$ cat config.mk
export PLATFORM = sky130hd
export DESIGN_NAME = alu_cmd_dispatcher_flat
export DESIGN_NICKNAME = d
export VERILOG_FILES = /design/src/rtl/def_pkg.sv /design/src/rtl/alu_cmd_dispatcher_if.sv /design/src/rtl/alu_cmd_dispatcher_fifo.sv /design/src/rtl/alu_cmd_dispatcher.sv /design/src/flat_wrapper.sv
export SDC_FILE = /design/constraint.sdc
export NUM_CORES = 1
export LEC_CHECK = 0
export CAP_MARGIN = 0
export CORE_UTILIZATION = 25
export CTS_CLUSTER_DIAMETER = 200
export DETAILED_ROUTE_END_ITERATION = 8
export PLACE_DENSITY = 0.53
export SLEW_MARGIN = 25
export SYNTH_ARGS = -nofsm -noshare
export SYNTH_HDL_FRONTEND = slang
export SYNTH_SLANG_ARGS = --single-unit
$ cat constraint.sdc
create_clock -name clk -period 3.3 [get_ports clk]
set_input_delay 0.66 -clock clk [delete_from_list [all_inputs] [get_ports clk]]
set_output_delay 0.66 -clock clk [all_outputs]
set_load 0.01 [all_outputs]
$ cat src/rtl/def_pkg.sv
// Shared ALU definitions: opcode encoding, dispatcher states and the queued command record.
package def_pkg;

    typedef enum logic [2:0] {
        no_op  = 3'd0,
        add_op = 3'd1,
        and_op = 3'd2,
        xor_op = 3'd3,
        mul_op = 3'd4,
        rst_op = 3'd7
    } operation_t;

    typedef enum logic [1:0] {
        IDLE,
        ISSUE,
        NOP,
        RESET
    } dispatch_state_t;

    typedef struct packed {
        logic [7:0] a;
        logic [7:0] b;
        operation_t op;
    } alu_cmd_t;

    // Unused encodings 5 and 6 collapse onto no_op so downstream logic only sees legal values.
    function automatic operation_t decode_op(input logic [2:0] code);
        case (code)
            3'd1:    return add_op;
            3'd2:    return and_op;
            3'd3:    return xor_op;
            3'd4:    return mul_op;
            3'd7:    return rst_op;
            default: return no_op;
        endcase
    endfunction

endpackage

$ cat src/rtl/alu_cmd_dispatcher_if.sv
// Command stream, response stream and ALU handshake signals of the dispatcher.
interface alu_cmd_dispatcher_if;

    logic        cmd_valid;
    logic        cmd_ready;
    logic [7:0]  cmd_a;
    logic [7:0]  cmd_b;
    logic [2:0]  cmd_op;

    logic        rsp_valid;
    logic        rsp_ready;
    logic [15:0] rsp_result;
    logic [2:0]  rsp_op;
    logic        rsp_err;

    logic [7:0]  alu_A;
    logic [7:0]  alu_B;
    logic [2:0]  alu_op;
    logic        alu_start;
    logic        alu_rst_n;
    logic        alu_done;
    logic [15:0] alu_result;

    modport slave (
        input  cmd_valid, cmd_a, cmd_b, cmd_op, rsp_ready, alu_done, alu_result,
        output cmd_ready, rsp_valid, rsp_result, rsp_op, rsp_err,
               alu_A, alu_B, alu_op, alu_start, alu_rst_n
    );

    modport master (
        output cmd_valid, cmd_a, cmd_b, cmd_op, rsp_ready, alu_done, alu_result,
        input  cmd_ready, rsp_valid, rsp_result, rsp_op, rsp_err,
               alu_A, alu_B, alu_op, alu_start, alu_rst_n
    );

endinterface

$ cat src/rtl/alu_cmd_dispatcher_fifo.sv
// Power-of-two command FIFO holding alu_cmd_t entries; full/empty come from a registered occupancy count.
module alu_cmd_fifo
    import def_pkg::*;
#(
    parameter int DEPTH = 4
) (
    input  logic     clk,
    input  logic     rst,
    input  logic     push,
    input  alu_cmd_t wr_data,
    input  logic     pop,
    output alu_cmd_t rd_data,
    output logic     empty,
    output logic     full
);

    localparam int AW = $clog2(DEPTH);

    alu_cmd_t      mem [DEPTH];
    logic [AW-1:0] wr_ptr_q, wr_ptr_d;
    logic [AW-1:0] rd_ptr_q, rd_ptr_d;
    logic [AW:0]   count_q, count_d;
    logic          do_push;
    logic          do_pop;

    assign full    = (count_q == (AW+1)'(DEPTH));
    assign empty   = (count_q == '0);
    assign do_push = push && !full;
    assign do_pop  = pop && !empty;
    assign rd_data = mem[rd_ptr_q];

    always_comb begin
        wr_ptr_d = wr_ptr_q;
        rd_ptr_d = rd_ptr_q;
        count_d  = count_q + {{AW{1'b0}}, do_push} - {{AW{1'b0}}, do_pop};
        if (do_push) wr_ptr_d = wr_ptr_q + 1'b1;
        if (do_pop)  rd_ptr_d = rd_ptr_q + 1'b1;
    end

    always_ff @(posedge clk) begin
        if (rst) begin
            wr_ptr_q <= '0;
            rd_ptr_q <= '0;
            count_q  <= '0;
        end else begin
            wr_ptr_q <= wr_ptr_d;
            rd_ptr_q <= rd_ptr_d;
            count_q  <= count_d;
        end
    end

    always_ff @(posedge clk) begin
        if (do_push) mem[wr_ptr_q] <= wr_data;
    end

endmodule

$ cat src/rtl/alu_cmd_dispatcher.sv
// Buffers ALU commands, runs the ALU start/done handshake one command at a time and returns results,
// sequencing ALU resets and aborting commands whose done never arrives.
module alu_cmd_dispatcher
    import def_pkg::*;
#(
    parameter int CMD_DEPTH    = 4,
    parameter int DONE_TIMEOUT = 16
) (
    input logic                 clk,
    input logic                 rst,
    alu_cmd_dispatcher_if.slave bus
);

    localparam int             TW           = $clog2(DONE_TIMEOUT + 1);
    localparam logic [TW-1:0]  TIMEOUT_LAST = TW'(DONE_TIMEOUT - 1);
    localparam logic [TW-1:0]  RESET_LAST   = TW'(1);

    dispatch_state_t state_q, state_d;
    logic [TW-1:0]   timer_q, timer_d;
    logic [7:0]      alu_a_q, alu_a_d;
    logic [7:0]      alu_b_q, alu_b_d;
    logic [2:0]      alu_op_q, alu_op_d;
    logic            alu_start_q, alu_start_d;
    logic            alu_rst_n_q, alu_rst_n_d;
    logic            rsp_valid_q, rsp_valid_d;
    logic [15:0]     rsp_result_q, rsp_result_d;
    logic [2:0]      rsp_op_q, rsp_op_d;
    logic            rsp_err_q, rsp_err_d;

    alu_cmd_t        head;
    alu_cmd_t        wr_cmd;
    logic            fifo_pop;
    logic            fifo_empty;
    logic            fifo_full;

    assign wr_cmd = '{a: bus.cmd_a, b: bus.cmd_b, op: decode_op(bus.cmd_op)};

    alu_cmd_fifo #(.DEPTH(CMD_DEPTH)) u_fifo (
        .clk     (clk),
        .rst     (rst),
        .push    (bus.cmd_valid && !fifo_full),
        .wr_data (wr_cmd),
        .pop     (fifo_pop),
        .rd_data (head),
        .empty   (fifo_empty),
        .full    (fifo_full)
    );

    assign bus.cmd_ready  = !fifo_full;
    assign bus.rsp_valid  = rsp_valid_q;
    assign bus.rsp_result = rsp_result_q;
    assign bus.rsp_op     = rsp_op_q;
    assign bus.rsp_err    = rsp_err_q;
    assign bus.alu_A      = alu_a_q;
    assign bus.alu_B      = alu_b_q;
    assign bus.alu_op     = alu_op_q;
    assign bus.alu_start  = alu_start_q;
    assign bus.alu_rst_n  = alu_rst_n_q;

    always_comb begin
        state_d      = state_q;
        timer_d      = timer_q;
        alu_a_d      = alu_a_q;
        alu_b_d      = alu_b_q;
        alu_op_d     = alu_op_q;
        alu_start_d  = alu_start_q;
        alu_rst_n_d  = 1'b1;
        rsp_valid_d  = rsp_valid_q;
        rsp_result_d = rsp_result_q;
        rsp_op_d     = rsp_op_q;
        rsp_err_d    = rsp_err_q;
        fifo_pop     = 1'b0;

        // A consumed response frees the slot; a completion later in this block may refill it.
        if (rsp_valid_q && bus.rsp_ready) rsp_valid_d = 1'b0;

        case (state_q)
            IDLE: begin
                alu_start_d = 1'b0;
                if (!fifo_empty) begin
                    if (head.op == rst_op) begin
                        fifo_pop    = 1'b1;
                        alu_rst_n_d = 1'b0;
                        timer_d     = '0;
                        state_d     = RESET;
                    end else if (head.op == no_op) begin
                        fifo_pop    = 1'b1;
                        alu_a_d     = head.a;
                        alu_b_d     = head.b;
                        alu_op_d    = no_op;
                        alu_start_d = 1'b1;
                        state_d     = NOP;
                    end else if (!rsp_valid_q) begin
                        fifo_pop    = 1'b1;
                        alu_a_d     = head.a;
                        alu_b_d     = head.b;
                        alu_op_d    = head.op;
                        alu_start_d = 1'b1;
                        timer_d     = '0;
                        state_d     = ISSUE;
                    end
                end
            end
            ISSUE: begin
                if (bus.alu_done) begin
                    rsp_valid_d  = 1'b1;
                    rsp_result_d = bus.alu_result;
                    rsp_op_d     = alu_op_q;
                    rsp_err_d    = 1'b0;
                    alu_start_d  = 1'b0;
                    state_d      = IDLE;
                end else if (timer_q == TIMEOUT_LAST) begin
                    rsp_valid_d  = 1'b1;
                    rsp_result_d = '0;
                    rsp_op_d     = alu_op_q;
                    rsp_err_d    = 1'b1;
                    alu_start_d  = 1'b0;
                    alu_rst_n_d  = 1'b0;
                    timer_d      = '0;
                    state_d      = RESET;
                end else begin
                    timer_d = timer_q + 1'b1;
                end
            end
            NOP: begin
                alu_start_d = 1'b0;
                state_d     = IDLE;
            end
            RESET: begin
                // The timer doubles as the two-cycle ALU reset counter.
                if (timer_q == RESET_LAST) begin
                    timer_d = '0;
                    state_d = IDLE;
                end else begin
                    alu_rst_n_d = 1'b0;
                    timer_d     = timer_q + 1'b1;
                end
            end
            default: state_d = IDLE;
        endcase
    end

    always_ff @(posedge clk) begin
        if (rst) begin
            state_q      <= IDLE;
            timer_q      <= '0;
            alu_a_q      <= '0;
            alu_b_q      <= '0;
            alu_op_q     <= '0;
            alu_start_q  <= 1'b0;
            alu_rst_n_q  <= 1'b0;
            rsp_valid_q  <= 1'b0;
            rsp_result_q <= '0;
            rsp_op_q     <= '0;
            rsp_err_q    <= 1'b0;
        end else begin
            state_q      <= state_d;
            timer_q      <= timer_d;
            alu_a_q      <= alu_a_d;
            alu_b_q      <= alu_b_d;
            alu_op_q     <= alu_op_d;
            alu_start_q  <= alu_start_d;
            alu_rst_n_q  <= alu_rst_n_d;
            rsp_valid_q  <= rsp_valid_d;
            rsp_result_q <= rsp_result_d;
            rsp_op_q     <= rsp_op_d;
            rsp_err_q    <= rsp_err_d;
        end
    end

endmodule

$ cat src/flat_wrapper.sv
// flat-port wrapper written by rule: the top's interface ports become plain ports
module alu_cmd_dispatcher_flat import def_pkg::*;
#(
    parameter int CMD_DEPTH    = 4,
    parameter int DONE_TIMEOUT = 16
)
  (clk, rst, bus_cmd_valid, bus_cmd_a, bus_cmd_b, bus_cmd_op, bus_rsp_ready, bus_alu_done, bus_alu_result, bus_cmd_ready, bus_rsp_valid, bus_rsp_result, bus_rsp_op, bus_rsp_err, bus_alu_A, bus_alu_B, bus_alu_op, bus_alu_start, bus_alu_rst_n);
  alu_cmd_dispatcher_if bus_i ();
  input logic clk;
  input logic rst;
  input wire logic [$bits(bus_i.cmd_valid)-1:0] bus_cmd_valid;
  input wire logic [$bits(bus_i.cmd_a)-1:0] bus_cmd_a;
  input wire logic [$bits(bus_i.cmd_b)-1:0] bus_cmd_b;
  input wire logic [$bits(bus_i.cmd_op)-1:0] bus_cmd_op;
  input wire logic [$bits(bus_i.rsp_ready)-1:0] bus_rsp_ready;
  input wire logic [$bits(bus_i.alu_done)-1:0] bus_alu_done;
  input wire logic [$bits(bus_i.alu_result)-1:0] bus_alu_result;
  output wire logic [$bits(bus_i.cmd_ready)-1:0] bus_cmd_ready;
  output wire logic [$bits(bus_i.rsp_valid)-1:0] bus_rsp_valid;
  output wire logic [$bits(bus_i.rsp_result)-1:0] bus_rsp_result;
  output wire logic [$bits(bus_i.rsp_op)-1:0] bus_rsp_op;
  output wire logic [$bits(bus_i.rsp_err)-1:0] bus_rsp_err;
  output wire logic [$bits(bus_i.alu_A)-1:0] bus_alu_A;
  output wire logic [$bits(bus_i.alu_B)-1:0] bus_alu_B;
  output wire logic [$bits(bus_i.alu_op)-1:0] bus_alu_op;
  output wire logic [$bits(bus_i.alu_start)-1:0] bus_alu_start;
  output wire logic [$bits(bus_i.alu_rst_n)-1:0] bus_alu_rst_n;
  assign bus_i.cmd_valid = bus_cmd_valid;
  assign bus_i.cmd_a = bus_cmd_a;
  assign bus_i.cmd_b = bus_cmd_b;
  assign bus_i.cmd_op = bus_cmd_op;
  assign bus_i.rsp_ready = bus_rsp_ready;
  assign bus_i.alu_done = bus_alu_done;
  assign bus_i.alu_result = bus_alu_result;
  assign bus_cmd_ready = bus_i.cmd_ready;
  assign bus_rsp_valid = bus_i.rsp_valid;
  assign bus_rsp_result = bus_i.rsp_result;
  assign bus_rsp_op = bus_i.rsp_op;
  assign bus_rsp_err = bus_i.rsp_err;
  assign bus_alu_A = bus_i.alu_A;
  assign bus_alu_B = bus_i.alu_B;
  assign bus_alu_op = bus_i.alu_op;
  assign bus_alu_start = bus_i.alu_start;
  assign bus_alu_rst_n = bus_i.alu_rst_n;
  alu_cmd_dispatcher #(.CMD_DEPTH(CMD_DEPTH), .DONE_TIMEOUT(DONE_TIMEOUT)) u_core (.clk(clk), .rst(rst), .bus(bus_i));
endmodule
# After elaboration in Yosys (flattened, before gate mapping)
# Memory sizes are Yosys's and may differ from the RTL's. A register that Yosys moved wholly into a read port is not among the register bits.
# Cells that the tools add are included.
[op_classes]
n_addsub = 5
n_eq_ne = 20
muxes = 53
bitwise_logic = 2
reduce_logical = 17
[op_table]
columns = ["cell", "n"]
rows = [
  ["two-way mux 5 bit", 7],
  ["two-way mux 16 bit", 2],
  ["two-way mux 8 bit", 4],
  ["two-way mux 1 bit", 22],
  ["two-way mux 2 bit", 9],
  ["case mux 3 bit (5 select lines)", 1],
  ["case mux 5 bit (3 select lines)", 1],
  ["== test 3 bit, second input constant", 4],
  ["two-way mux 3 bit", 4],
  ["case mux 2 bit (4 select lines)", 1],
  ["AND reduction 4 bit", 2],
  ["== test 3 x 2 -> 1 bit, second input constant", 2],
  ["zero test 3 bit", 2],
  ["!= test 2 bit, second input constant", 3],
  ["!= test 3 x 2 -> 1 bit, second input constant", 2],
  ["case mux 1 bit (3 select lines)", 2],
  ["nonzero test 3 bit", 2],
  ["adder 5 x 1 -> 5 bit, second input constant", 1],
  ["== test 5 x 1 -> 1 bit, second input constant", 1],
  ["== test 5 x 4 -> 1 bit, second input constant", 1],
  ["AND reduction 5 bit", 1],
  ["adder 2 x 1 -> 2 bit, second input constant", 2],
  ["== test 2 bit, second input constant", 2],
  ["logical AND 1 bit", 4],
  ["12 further kinds", 15],
]
[word_totals]
register_bits = 56
ram_bits = 76
in_bits = 40
output_inout_bits = 43
wordCells = 112
memories = 1
[mem_list]
columns = ["memory", "words", "word_bits", "rd", "rd_ports_with_merged_regs", "wr", "line", "text"]
rows = [
  ["u_core.u_fifo.mem", 4, 19, 1, 1, 1, "alu_cmd_dispatcher_fifo.sv:19", "alu_cmd_t mem [DEPTH];"],
]

# Longest topological paths before layout
[depth]
depth_word = 8
mapped_depth = 11

# By module
# From an unflattened synthesis, not the netlist that was laid out.
[unflattened]
hier_cells = 380
hier_area_um2 = 5421.4
[modules_own_cells]
columns = ["mod", "n_inst", "cells_per_inst", "area_per_inst_um2"]
rows = [
  ["alu_cmd_fifo", 1, 150, 3266.9],
  ["alu_cmd_dispatcher", 1, 230, 2154.6],
]

# Least setup slack after synthesis
# OpenSTA, ideal clock, no wires.
[synth_timing]
path_type = "register to register"
startpoint = "reg with a tool-made name"
endpoint = "reg u_core.u_fifo.count_q[1]"
setup_time_ns = 0.128
t_arrival_ns = 2.698
t_required_ns = 3.172
slack_ns = 0.474
stages_incl_launch_ff = 11
n_path_buf = 2
synth_period_minus_slack_ns = 2.826
cell_sequence = "dfxtp_1 -> buf_6 -> mux4_2 -> buf_2 -> or3_4 -> a31oi_4 -> ha_1 -> inv_1 -> ha_1 -> fa_1 -> nor2b_1"
[synth_lines]
columns = ["element", "line", "text"]
rows = [
  ["to (signal assigned)", "alu_cmd_dispatcher_fifo.sv:48", "count_q <= count_d;"],
  ["to (decl)", "alu_cmd_dispatcher_fifo.sv:22", "logic [AW:0] count_q, count_d;"],
]

==> metrics.md <==
| Metric | Value |
|---|---|
| IR drop worst, VDD | `0.482 mV` |
| Critical Path RT | `around 3600 ps` |
| Global-route wire length before repair | `approximately 19 mm` |
| Estimated wirelength of the detail-placed design | `7.62 mm` |
| Clock tree buffer depth | `2` |
| Final WL | `11.7 mm` |
| Antenna violations before repair | `0` |
| Headroom to the max-slew limit | `0.476` |
| Post-CTS setup buffer count | `0` |
| Slowest stage cell on the critical path | `sky130_fd_sc_hd__mux4_2` |
| Max cap viols | `0` |
| Area share of the largest cell type after synthesis | `0.426` |
| Finished Cell Area | `slightly above 7000 um^2` |
| Cts repair resizes | `0` |
| Proportion of layout cells with a drive suffix above 1 | `0.140` |
| Average wire per cell in the routed design | `15.2 um` |
| Slew @ Worst Pin | `780 ps` |
| Number of distinct standard cells referenced by the synthesized netlist | `50` |
| Ordered list of cells on the worst path | `mux4_2 -> or3_4 -> a31oi_4 -> ha_1 -> inv_1 -> ha_1 -> fa_1 -> nor2b_1` |
| Number of clock buffers inserted by TritonCTS | `17` |
| Remaining global-route overflow | `0` |
| Vias in the first global route | `~3400` |
| Number of top-level pins | `83` |
| H-tree lvl count | `4` |
| Global placer's final weighted congestion | `0.740` |
| Placement Cell Area | `6530 um^2` |
| Status | `complete, no violations` |
| Max-slew violations | `0` |
| Largest net degree at the start of global routing | `37` |
| Number of synthesized flops with an enable pin | `between 70 and 80` |
| Proportion of synthesized flip-flops having asynchronous set or reset | `0` |
| Sum Neg Setup Slack | `0 ps` |
| Worst stage delay on the critical path | `680 ps` |
| Final net count | `535` |
| Utilization of the core after routing | `0.339` |
| Vias | `3369` |
| CTS tree | `built` |
| Endpoint class of the critical path | `flop` |
| Count of buffers inserted at the top-level ports | `~80` |
| Inserted Diodes | `0` |
| Total Power | `5870 uW` |
| Area contributors post-synth | `sky130_fd_sc_hd__edfxtp_1, sky130_fd_sc_hd__dfxtp_1, sky130_fd_sc_hd__mux4_2` |
| Metal-1 WL | `5.27 mm` |
| Full die area | `22000 um^2` |
| Sequential-to-total area share from yosys stat | `0.642` |
| Setup Crit Path Kind | `reg2reg` |
| Count of clock tree sinks | `134` |
| Cell Pwr Density | `823 nW/um^2` |
| Number of vias per cell | `4.39` |
| F_max | `337 MHz` |
| Static leakage | `0.00252 uW` |
| Dominant synthesized flop cell | `sky130_fd_sc_hd__edfxtp_1` |
| Reg-to-reg slack, setup | `roughly 330 ps` |
| Final critical-path share of the clock period | `0.900` |
| Standard cell core area | `21000 um^2` |
| Setup repair after global routing missed its margin | `false` |
| Cell type with the highest occurrence count on the critical path | `sky130_fd_sc_hd__ha_1` |
| Crit path time final | `2970 ps` |
| Fin Clk Skew | `14.5 ps` |
| WP data arrival | `around 3300 ps` |
| Mapped Nets | `~440` |
| Amount of wire on met3 after detailed routing | `between 600 and 700 um` |
| Row count | `53` |
| DR pass1 iterations | `4` |
| Total of hold buffers inserted after clock tree synthesis | `0` |
| Relative area change from synthesis to final layout | `33.0%` |
| Synthesized area per cell | `14.0 um^2` |
| Kind of start point of the critical path | `flop` |
| Worst min path class | `reg2reg` |
| Clock network latency to the later pin of the worst-skew pair | `420 ps` |
| Overall global routing resource usage | `0.112` |
| Met2 wire len | `5.62 mm` |
| Clock root cell | `sky130_fd_sc_hd__clkbuf_16` |
| Post-Syn Instances | `383` |
| Die width | `approximately 150 um` |
| Drt initial violations | `131` |
| Starting density of the core | `0.255` |
| Count of final setup violators | `0` |
| Residual DRC | `0` |
| Min Hold Slack | `473 ps` |
| Number of synthesized register bits | `134` |
| Post-CTS clock slew at the launch and capture registers of the worst setup and hold paths | `60 ps` |
| Final Hold Fails | `0` |
| DR top layer | `met4` |
| Summed instance area of the synthesized netlist | `approximately 5400 um^2` |
| Biggest area consumer among synthesized cells | `sky130_fd_sc_hd__edfxtp_1` |
| Ys Warns | `0` |
| Peak fanout along the critical path | `10` |
| Vertical die dimension | `148 um` |
| Post-detailed-route count of antenna-violating nets | `0` |
## area by class of cell
type                    instances  area, um^2
flip-flops and latches        134        3440
clock inverters                15         171
fillers                      2044       13900
well taps                     275         344
multi-input cells             215        1770
repair buffers                 95         913
clock buffers                  17         425
inverters                      16        60.1
## cell usage after synthesis (2+ instances only)
cell                       count
sky130_fd_sc_hd__a22oi_1      17
sky130_fd_sc_hd__dfxtp_1      58
sky130_fd_sc_hd__nor2_1       47
sky130_fd_sc_hd__and3_1        4
sky130_fd_sc_hd__mux4_1        5
sky130_fd_sc_hd__ha_1         15
sky130_fd_sc_hd__mux4_2       14
sky130_fd_sc_hd__a21oi_1      13
sky130_fd_sc_hd__nor2b_1       4
sky130_fd_sc_hd__and2_1        4
sky130_fd_sc_hd__inv_1        16
sky130_fd_sc_hd__xnor2_1       5
sky130_fd_sc_hd__nand2b_1      3
sky130_fd_sc_hd__buf_2         2
sky130_fd_sc_hd__o311ai_0      2
sky130_fd_sc_hd__o31ai_1       2
sky130_fd_sc_hd__nand2_1      13
sky130_fd_sc_hd__o21ai_0      12
sky130_fd_sc_hd__or4_1         2
sky130_fd_sc_hd__nand3_1       2
sky130_fd_sc_hd__a31oi_1       3
sky130_fd_sc_hd__edfxtp_1     76
sky130_fd_sc_hd__clkbuf_1     12
sky130_fd_sc_hd__nor3_1        8
sky130_fd_sc_hd__mux2i_1      19
## worst max-delay path, delay by kind of cell, from the launching register on
kind                       cells  cell delay, ps
muxes                          1             680
AOI/OAI and AO/OA              1             250
adders and majority gates      3             810
DFF                            1             470
buffers and inverters          1              60
and+or+nand+nor                2             580
## placed cells by master, fill, tap and decap left out, types with 5 or more instances in the layout
cell,count
sky130_fd_sc_hd__a21oi_1,13
sky130_fd_sc_hd__a22oi_1,17
sky130_fd_sc_hd__buf_4,13
sky130_fd_sc_hd__clkbuf_16,17
sky130_fd_sc_hd__clkdlybuf4s50_1,81
sky130_fd_sc_hd__dfxtp_1,58
sky130_fd_sc_hd__edfxtp_1,76
sky130_fd_sc_hd__ha_1,15
sky130_fd_sc_hd__inv_1,16
sky130_fd_sc_hd__inv_6,7
sky130_fd_sc_hd__inv_8,5
sky130_fd_sc_hd__mux2i_1,19
sky130_fd_sc_hd__mux4_1,5
sky130_fd_sc_hd__mux4_2,14
sky130_fd_sc_hd__nand2_1,13
sky130_fd_sc_hd__nor2_1,47
sky130_fd_sc_hd__nor3_1,8
sky130_fd_sc_hd__o21ai_0,11
sky130_fd_sc_hd__xnor2_1,5
## flip-flops by register name, summed over array words and instances (netlist names), named ones only
register	cells
u_core.u_fifo.rd_ptr_q	2
u_core.bus.rsp_op	3
u_core.bus.rsp_err	1
u_core.bus.alu_start	1
u_core.bus.alu_B	8
u_core.bus.alu_A	8
u_core.u_fifo.count_q	3
u_core.bus.rsp_result	16
u_core.bus.rsp_valid	1
u_core.bus.alu_op	3
u_core.u_fifo.wr_ptr_q	2
u_core.bus.alu_rst_n	1
u_core.state_q	2
u_core.u_fifo.mem	76
u_core.timer_q	5
## power by group
group / total [uW] / internal, uW / switching, uW
Sequential: 2230 / 2070 / 168
Clock: 1910 / 1080 / 822
Combinational: 1730 / 857 / 868
## layer usage
metal  up-vias  global-route usage
met2        89               0.186
li1       1619                   -
met3         9              0.0365
met1      1652               0.137
met5         -                   0
met4         0              0.0387
## stage by stage
| stage | std cells | worst slack [ps] |
|---|---|---|
| floorplan | 383 | 474 |
| global placement | 735 | 388 |
| detailed placement | 735 | 328 |
| CTS | 767 | 314 |
| global route | 767 | 154 |
| finish | 767 | 329 |
## path summary, 6_finish.rpt
kind | depth (start not counted) | end | startpoint
max | 8 | u_core.u_fifo.count_q[1] | flop
min | 2 | u_core.bus.alu_start | u_core.bus.alu_start
max reg2reg | 8 | u_core.u_fifo.count_q[1] | flop
min reg2reg | 2 | u_core.bus.alu_start | u_core.bus.alu_start
## cell families (layout without fill, tap and decap cells)
| logic type | count (synthesis) | after routing | synth area share |
|---|---|---|---|
| simple gates | 93 | 93 | 0.0805 |
| compound gates | 62 | 62 | 0.0815 |
| buf+inv | 34 | 143 | 0.0280 |
| xor+xnor | 5 | 5 | 0.00817 |
| fa+ha+maj | 16 | 16 | 0.0387 |
| flops | 134 | 134 | 0.642 |
| mux | 39 | 39 | 0.121 |
Power figures use the tool's default switching activity.
